[config.mk]
export PLATFORM = sky130hd
export DESIGN_NAME = stopwatch_time_counter
export DESIGN_NICKNAME = d
export VERILOG_FILES = /design/src/rtl/stopwatch_time_counter.sv
export SDC_FILE = /design/constraint.sdc
export NUM_CORES = 1
export LEC_CHECK = 0
export BUFFER_PORTS_ARGS = -buffer_cell sky130_fd_sc_hd__buf_2
export CAP_MARGIN = 20
export CORE_MARGIN = 2
export CORE_UTILIZATION = 50
export CTS_CLUSTER_DIAMETER = 60
export DETAILED_ROUTE_END_ITERATION = 12
export PLACE_DENSITY_LB_ADDON = 0.08
export RECOVER_POWER = 25
export SLEW_MARGIN = 20
export SYNTH_ARGS = -nofsm -noshare
export SYNTH_HDL_FRONTEND = slang
export SYNTH_SLANG_ARGS = --single-unit
[constraint.sdc]
create_clock -name i_CLK -period 3.03 [get_ports i_CLK]
set_input_delay 0.606 -clock i_CLK [delete_from_list [all_inputs] [get_ports i_CLK]]
set_output_delay 0.606 -clock i_CLK [all_outputs]
set_load 0.05 [all_outputs]
[src/rtl/stopwatch_time_counter.sv]
// Stopwatch elapsed-time counter: prescales the 1 kHz clock to 1/100 s ticks and
// accumulates MM:SS.hh as six BCD digits, wrapping 59:59.99 -> 00:00.00.
module stopwatch_time_counter #(
    parameter int P_PRESCALE   = 10,
    parameter int P_PRESCALE_W = 4
) (
    input  logic        i_CLK,
    input  logic        i_RST,
    input  logic        i_ENABLE,
    input  logic        i_CLEAR,
    output logic [23:0] o_DIGITS,
    output logic        o_TICK,
    output logic        o_ROLLOVER
);

    localparam logic [P_PRESCALE_W-1:0] LP_PRE_LAST = P_PRESCALE_W'(P_PRESCALE - 1);
    localparam logic [P_PRESCALE_W-1:0] LP_PRE_ONE  = P_PRESCALE_W'(1);
    localparam logic [P_PRESCALE_W-1:0] LP_PRE_ZERO = P_PRESCALE_W'(0);

    logic [P_PRESCALE_W-1:0] r_prescale;
    logic [23:0]             r_digits;
    logic                    r_tick;
    logic                    r_rollover;

    logic                    w_tick_due;
    logic [23:0]             w_digits_next;
    logic [6:0]              w_carry;

    // One BCD digit of the ripple chain: returns {carry_out, next_digit}.
    // Out-of-range values collapse to zero without propagating a carry.
    function automatic logic [4:0] f_bcd_step(
        input logic [3:0] d,
        input logic [3:0] max,
        input logic       cin
    );
        logic [4:0] res;
        if (d > max) begin
            res = {1'b0, 4'd0};
        end else if (!cin) begin
            res = {1'b0, d};
        end else if (d == max) begin
            res = {1'b1, 4'd0};
        end else begin
            res = {1'b0, d + 4'd1};
        end
        return res;
    endfunction

    // Tick-due decode and next-time ripple chain (H0 -> H1 -> S0 -> S1 -> M0 -> M1).
    always_comb begin
        w_tick_due    = i_ENABLE && (r_prescale == LP_PRE_LAST);
        w_carry       = 7'd0;
        w_digits_next = 24'h000000;
        w_carry[0]    = 1'b1;
        {w_carry[1], w_digits_next[3:0]}   = f_bcd_step(r_digits[3:0],   4'd9, w_carry[0]);
        {w_carry[2], w_digits_next[7:4]}   = f_bcd_step(r_digits[7:4],   4'd9, w_carry[1]);
        {w_carry[3], w_digits_next[11:8]}  = f_bcd_step(r_digits[11:8],  4'd9, w_carry[2]);
        {w_carry[4], w_digits_next[15:12]} = f_bcd_step(r_digits[15:12], 4'd5, w_carry[3]);
        {w_carry[5], w_digits_next[19:16]} = f_bcd_step(r_digits[19:16], 4'd9, w_carry[4]);
        {w_carry[6], w_digits_next[23:20]} = f_bcd_step(r_digits[23:20], 4'd5, w_carry[5]);
    end

    // Prescaler, time digits and the registered tick/rollover pulses.
    always_ff @(posedge i_CLK or posedge i_RST) begin
        if (i_RST) begin
            r_prescale <= LP_PRE_ZERO;
            r_digits   <= 24'h000000;
            r_tick     <= 1'b0;
            r_rollover <= 1'b0;
        end else if (i_CLEAR) begin
            r_prescale <= LP_PRE_ZERO;
            r_digits   <= 24'h000000;
            r_tick     <= 1'b0;
            r_rollover <= 1'b0;
        end else if (w_tick_due) begin
            r_prescale <= LP_PRE_ZERO;
            r_digits   <= w_digits_next;
            r_tick     <= 1'b1;
            r_rollover <= w_carry[6];
        end else if (i_ENABLE) begin
            r_prescale <= r_prescale + LP_PRE_ONE;
            r_tick     <= 1'b0;
            r_rollover <= 1'b0;
        end else begin
            r_tick     <= 1'b0;
            r_rollover <= 1'b0;
        end
    end

    assign o_DIGITS   = r_digits;
    assign o_TICK     = r_tick;
    assign o_ROLLOVER = r_rollover;

    stopwatch_time_counter_chk u_chk (
        .i_CLK      (i_CLK),
        .i_RST      (i_RST),
        .i_DIGITS   (r_digits),
        .i_TICK     (r_tick),
        .i_ROLLOVER (r_rollover)
    );

endmodule

// Invariants of the time counter outputs: digits stay in BCD range and a rollover
// only ever accompanies a tick landing on 00:00.00.
module stopwatch_time_counter_chk (
    input logic        i_CLK,
    input logic        i_RST,
    input logic [23:0] i_DIGITS,
    input logic        i_TICK,
    input logic        i_ROLLOVER
);

    function automatic logic f_digits_valid(input logic [23:0] d);
        return (d[3:0] <= 4'd9) && (d[7:4] <= 4'd9) && (d[11:8] <= 4'd9) &&
               (d[15:12] <= 4'd5) && (d[19:16] <= 4'd9) && (d[23:20] <= 4'd5);
    endfunction

    a_digit_range : assert property (@(posedge i_CLK) disable iff (i_RST)
        f_digits_valid(i_DIGITS));

    a_roll_with_tick : assert property (@(posedge i_CLK) disable iff (i_RST)
        i_ROLLOVER |-> (i_TICK && (i_DIGITS == 24'h000000)));

endmodule

# Word level (Yosys, flattened, before mapping)
# Index checks and enable logic that the tools add are counted.
# totals
out_inout_bits,26
regBits,30
elab_cells,68
# classes
eq_ne,7
magnitude_cmp,6
reduce_logical,13
muxes,26
n_addsub,7
# ops
cell,count
5-bit 2-to-1 mux,17
24-bit 2-to-1 mux,2
"4-bit by 1-bit adder with 4-bit output, second input constant",7
"4-bit == test, second input constant",5
3-bit nonzero test,6
"4-bit > comparator, second input constant",4
4-bit 2-to-1 mux,3
2-bit AND reduction,5
"4-bit by 3-bit == test with 1-bit output, second input constant",2
"4-bit by 3-bit > comparator with 1-bit output, second input constant",2
1-bit 2-to-1 mux,4
2-bit nonzero test,1
1-bit logical AND,1

# Logic depth before layout (Yosys ltp)
# logic_depth
ltp_word,15
mapped_depth,8
ltp_nobuf,6

# Worst setup path before layout
# No wires, ideal clock.
# synth_timing
path_kind,reg-to-reg
startpoint,"reg r_digits[9], in the netlist o_DIGITS[9]"
endpoint,"reg r_digits[21], in the netlist o_DIGITS[21]"
synth_period_minus_slack_ns,2.078
t_required_ns,2.926
arrival_ns,1.975
stages_incl_launch_ff,6
path_buffers,1
slack_ns,0.952
cell_sequence,dfrtp_1 buf_6 and4bb_4 nand3_4 or4_4 a221oi_1
# synth_between
elab_chain_cells,10
word_cells_on_any_way,11
classes_between,order compare (1); eq/ne (1); mux (7); reduce/logical (2)
# synth_lines
element,line_no,text
"start, declared",21,logic [23:0] r_digits;
"start signal, assigned",77,r_digits <= w_digits_next;
4-bit == test,41,end else if (d == max) begin
5-bit 2-to-1 mux,41,
5-bit 2-to-1 mux,39,end else if (!cin) begin
5-bit 2-to-1 mux *,37,if (d > max) begin
5-bit 2-to-1 mux *,39,
5-bit 2-to-1 mux *,37,
5-bit 2-to-1 mux *,39,
5-bit 2-to-1 mux *,37,
3-bit nonzero test (no line) *,n/a,
2-bit AND reduction (no line) *,n/a,
# Mark *: on every way between the ends. The rest lies on a longest branch, timed or not. The select of a mux whose other input is x is not followed.
# A chain may end at the register's enable or synchronous reset.

# Worst setup path in the final report
# layout_timing
startpoint,"reg r_digits[1], in the netlist o_DIGITS[1]"
endpoint,"reg r_digits[21], in the netlist o_DIGITS[21]"
# layout_between
elab_chain_cells,13
word_cells_on_any_way,14
classes_between,order compare (1); eq/ne (1); mux (10); reduce/logical (2)
# layout_lines
element,line_no
"parallel branches: the longest is 2 deep, another holds 4-bit > comparator",n/a
5-bit 2-to-1 mux *,37
5-bit 2-to-1 mux *,39
5-bit 2-to-1 mux *,37
5-bit 2-to-1 mux *,39
5-bit 2-to-1 mux *,37
5-bit 2-to-1 mux *,39
5-bit 2-to-1 mux *,37
5-bit 2-to-1 mux *,39
5-bit 2-to-1 mux *,37
3-bit nonzero test (no line) *,n/a
2-bit AND reduction (no line) *,n/a
# Every way passes the cells marked *. The select of a mux whose other input is x is not followed.

==> flow_summary_export.csv <==
group,metric,value,unit
clocking,clock_latency,0.34,ns
pwr,power_density,359.1,nW/µm²
finish,regArea,750.7,µm²
floorplan,initial_core_util,53.27,%
global_routing,grt_max_degree,28,
min_path,hp-class,"in2async",
timing,setup_viol,0,
finish,final_cell_mix,"30 x dfrtp_1, 29 x buf_2, 19 x nand2_1, 16 x a21oi_1, 13 x nor2_1",
finish,multi_input_area,952.2,µm²
route,wl_per_cell,15.44,µm
floorplan,die_w,64.09,µm
placement,post_dp_cell_area,1962,µm²
route,via_count,1636,
global_routing,grt_pass1_wl,7182,µm
floorplan,io_pins,30,
worst_setup_path,timing.rr.start,"o_DIGITS[1]",
global_routing,gr-total-overflow,0,
finish,drive_above_1_share,20.89,%
worst_setup_path,r2r_end,"o_DIGITS[21]",
timing,drv_slew,0,
route,dr.pass1.iters,4,
clocking,cts_sinks,30,
logic_synthesis,yosys.area.top_type_share,41.58,%
finish,antennaDiodeCount,0,
timing,rsz0062_at_grt,"no",
logic_synthesis,yosys.cell_types.count,58,
clocking,tritoncts,"yes",
timing,fin_crit,2.294,ns
worst_setup_path,critPathMaxFanout,16,
timing,hold_viol_final,0,
worst_setup_path,r2r_slack,0.74,ns
floorplan,die_y,64.09,µm
worst_setup_path,crit_path_start_kind,"flip-flop",
route,ant_nets,0,
floorplan,dieArea,4108,µm²
finish,fin_cells,271,
logic_synthesis,synthFlopType,"dfrtp_1",
logic_synthesis,synth_top_area_cell,"dfrtp_1",
worst_setup_path,critPathCaptureType,"flip-flop",
clocking,post_cts_buffers,0,
timing,tightest_slew,0.8482,ns
timing,whs,0.3202,ns
finish,fin_nets,230,
logic_synthesis,synth.cell_area,1805,µm²
clocking,cts_resized,0,
worst_setup_path,crit_type,"reg2reg",
global_routing,antenna_found_initial,0,
route,via_per_inst,6.037,
route,drc,0,
clocking,clk_path_buf_depth,2,
pwr,power.total,724.7,µW
clocking,clkTransAtPathRegs,0.10,ns
route,postRouteWirelength,4184,µm
logic_synthesis,syn-num-nets,205,
logic_synthesis,async_reset_ff_share,100.0,%
job,maxCapViolCount,0,
pwr,p_leak,0.0008736,µW
logic_synthesis,synth_seq_cells,30,
timing,clock_skew,0.01061,ns
placement,dpl.hpwl,2926,µm
finish,final_area,2018,µm²
clocking,clockRootBuffer,"clkbuf_4",
placement,dpl.cell_count,263,
finish,syn_to_final_growth,11.78,%
worst_setup_path,crit_required,3.28,ns
timing,maxClockFrequency,435.9,MHz
global_routing,grt_pass1_vias,1513,
floorplan,rows,21,
clocking,numCtsBuffers,5,
placement,portBuffers,29,
clocking,htree_levels,2,
worst_setup_path,ff2ff_path_depth,4,
timing,tns,0,ns
clocking,cts_hold_buf,0,
logic_synthesis,synth_cells,199,
placement,place_congestion,0.9290,
outcome,status,"finished clean",
route,drt-initial-drc-count,159,
logic_synthesis,ys_seq_area_share,41.58,%
finish,fillers,330,
floorplan,core_area,3390,µm²
global_routing,grt_usage,22.65,%
worst_setup_path,cp.arrival,2.55,ns
logic_synthesis,synth_enable_flop_cells,0,
logic_synthesis,yosysWarnings,0,
timing,relSlewSlack,43.45,%
timing,post-route-period-util,75.71,%
logic_synthesis,avgSynthCellArea,9.073,µm²
finish,layout_commonest_cell,"dfrtp_1",
pwr,irDropWorstVdd,0.2316,mV
logic_synthesis,synthTopCellsByArea,"dfrtp_1 42%, a21oi_1 4.4%, nand2_1 4.0%",
-- cell usage after synthesis (2+ instances only) --
library cell,count
a211oi_1,2
a21oi_1,16
a31oi_1,2
a41oi_1,2
and2_1,2
and3_1,2
and4bb_2,2
buf_1,3
buf_2,3
clkbuf_1,5
dfrtp_1,30
ha_1,2
inv_1,9
mux2i_1,4
nand2_1,19
nand3_1,4
nand3b_1,2
nand4_1,6
nor2_1,13
nor2b_1,2
nor3_1,5
nor3b_1,5
o2111ai_1,2
o211ai_1,2
o21a_1,3
o21ai_0,10
o221ai_1,2
o22ai_1,2
o311ai_0,2
o31ai_1,2
o41ai_1,2
or3_1,2
or4_1,3
xor2_1,3
-- through the flow --
step           util (%)  worst slack [ns]
2_1_floorplan         -            0.9515
3_5_place_dp      57.88            0.7731
6_report          59.54            0.7360
5_1_grt           59.54            0.5811
4_1_cts           59.65            0.7747
3_3_place_gp      57.88            0.8211
-- cell families after synthesis --
| family | Yosys count | share of synthesized area [%] |
|---|---|---|
| flops | 30 | 41.58 |
| xor+xnor | 3 | 1.456 |
| mux | 4 | 2.218 |
| compound gates | 57 | 20.86 |
| fa+ha+maj | 2 | 1.386 |
| simple gates | 80 | 26.82 |
| buf+inv | 23 | 5.682 |
-- worst max-delay path by stage --
stage	startpoint	endpoint	slack [ns]	cells after the start
3_5_place_dp	i_ENABLE	o_DIGITS[20]	0.77	6
2_1_floorplan	o_DIGITS[9]	o_DIGITS[21]	0.95	5
4_1_cts	o_DIGITS[1]	o_DIGITS[21]	0.77	4
3_3_place_gp	i_ENABLE	o_DIGITS[19]	0.82	4
6_report	o_DIGITS[1]	o_DIGITS[21]	0.74	4
5_1_grt	o_DIGITS[1]	o_DIGITS[21]	0.58	4
-- metal layers --
layer | wire (µm) | track usage (%) | up-vias
li1 | - | - | 796
met1 | 1877 | 28.47 | 793
met2 | 2031 | 37.24 | 39
met3 | 192 | 6.338 | 8
met4 | 82 | 8.245 | 0
met5 | 0 | 0 | -
-- worst max-delay path, cell delays in order (launching register included) --
cell,delay (ns)
dfrtp_1,0.45
and4bb_1,0.71
nand3_4,0.21
or4_4,0.58
a221oi_1,0.25
-- area by class of cell --
type / instances / area share (%)
multi-input cells: 146 / 47.18
flip-flops and latches: 30 / 37.20
repair buffers: 32 / 8.121
well taps: 46 / 2.852
clock buffers: 7 / 2.728
inverters: 9 / 1.674
clock inverters: 1 / 0.2480
-- flip-flops by register name, indices dropped and copies added (netlist names) --
register	flops
r_prescale	4
o_ROLLOVER	1
o_TICK	1
o_DIGITS	24
-- where the power goes --
part | total [µW] | switching (µW) | internal [µW]
sequential | 412 | 7.53 | 405
combinational | 55.0 | 38.9 | 16.0
clock | 257 | 145 | 112
Power figures use the tool's default switching activity.
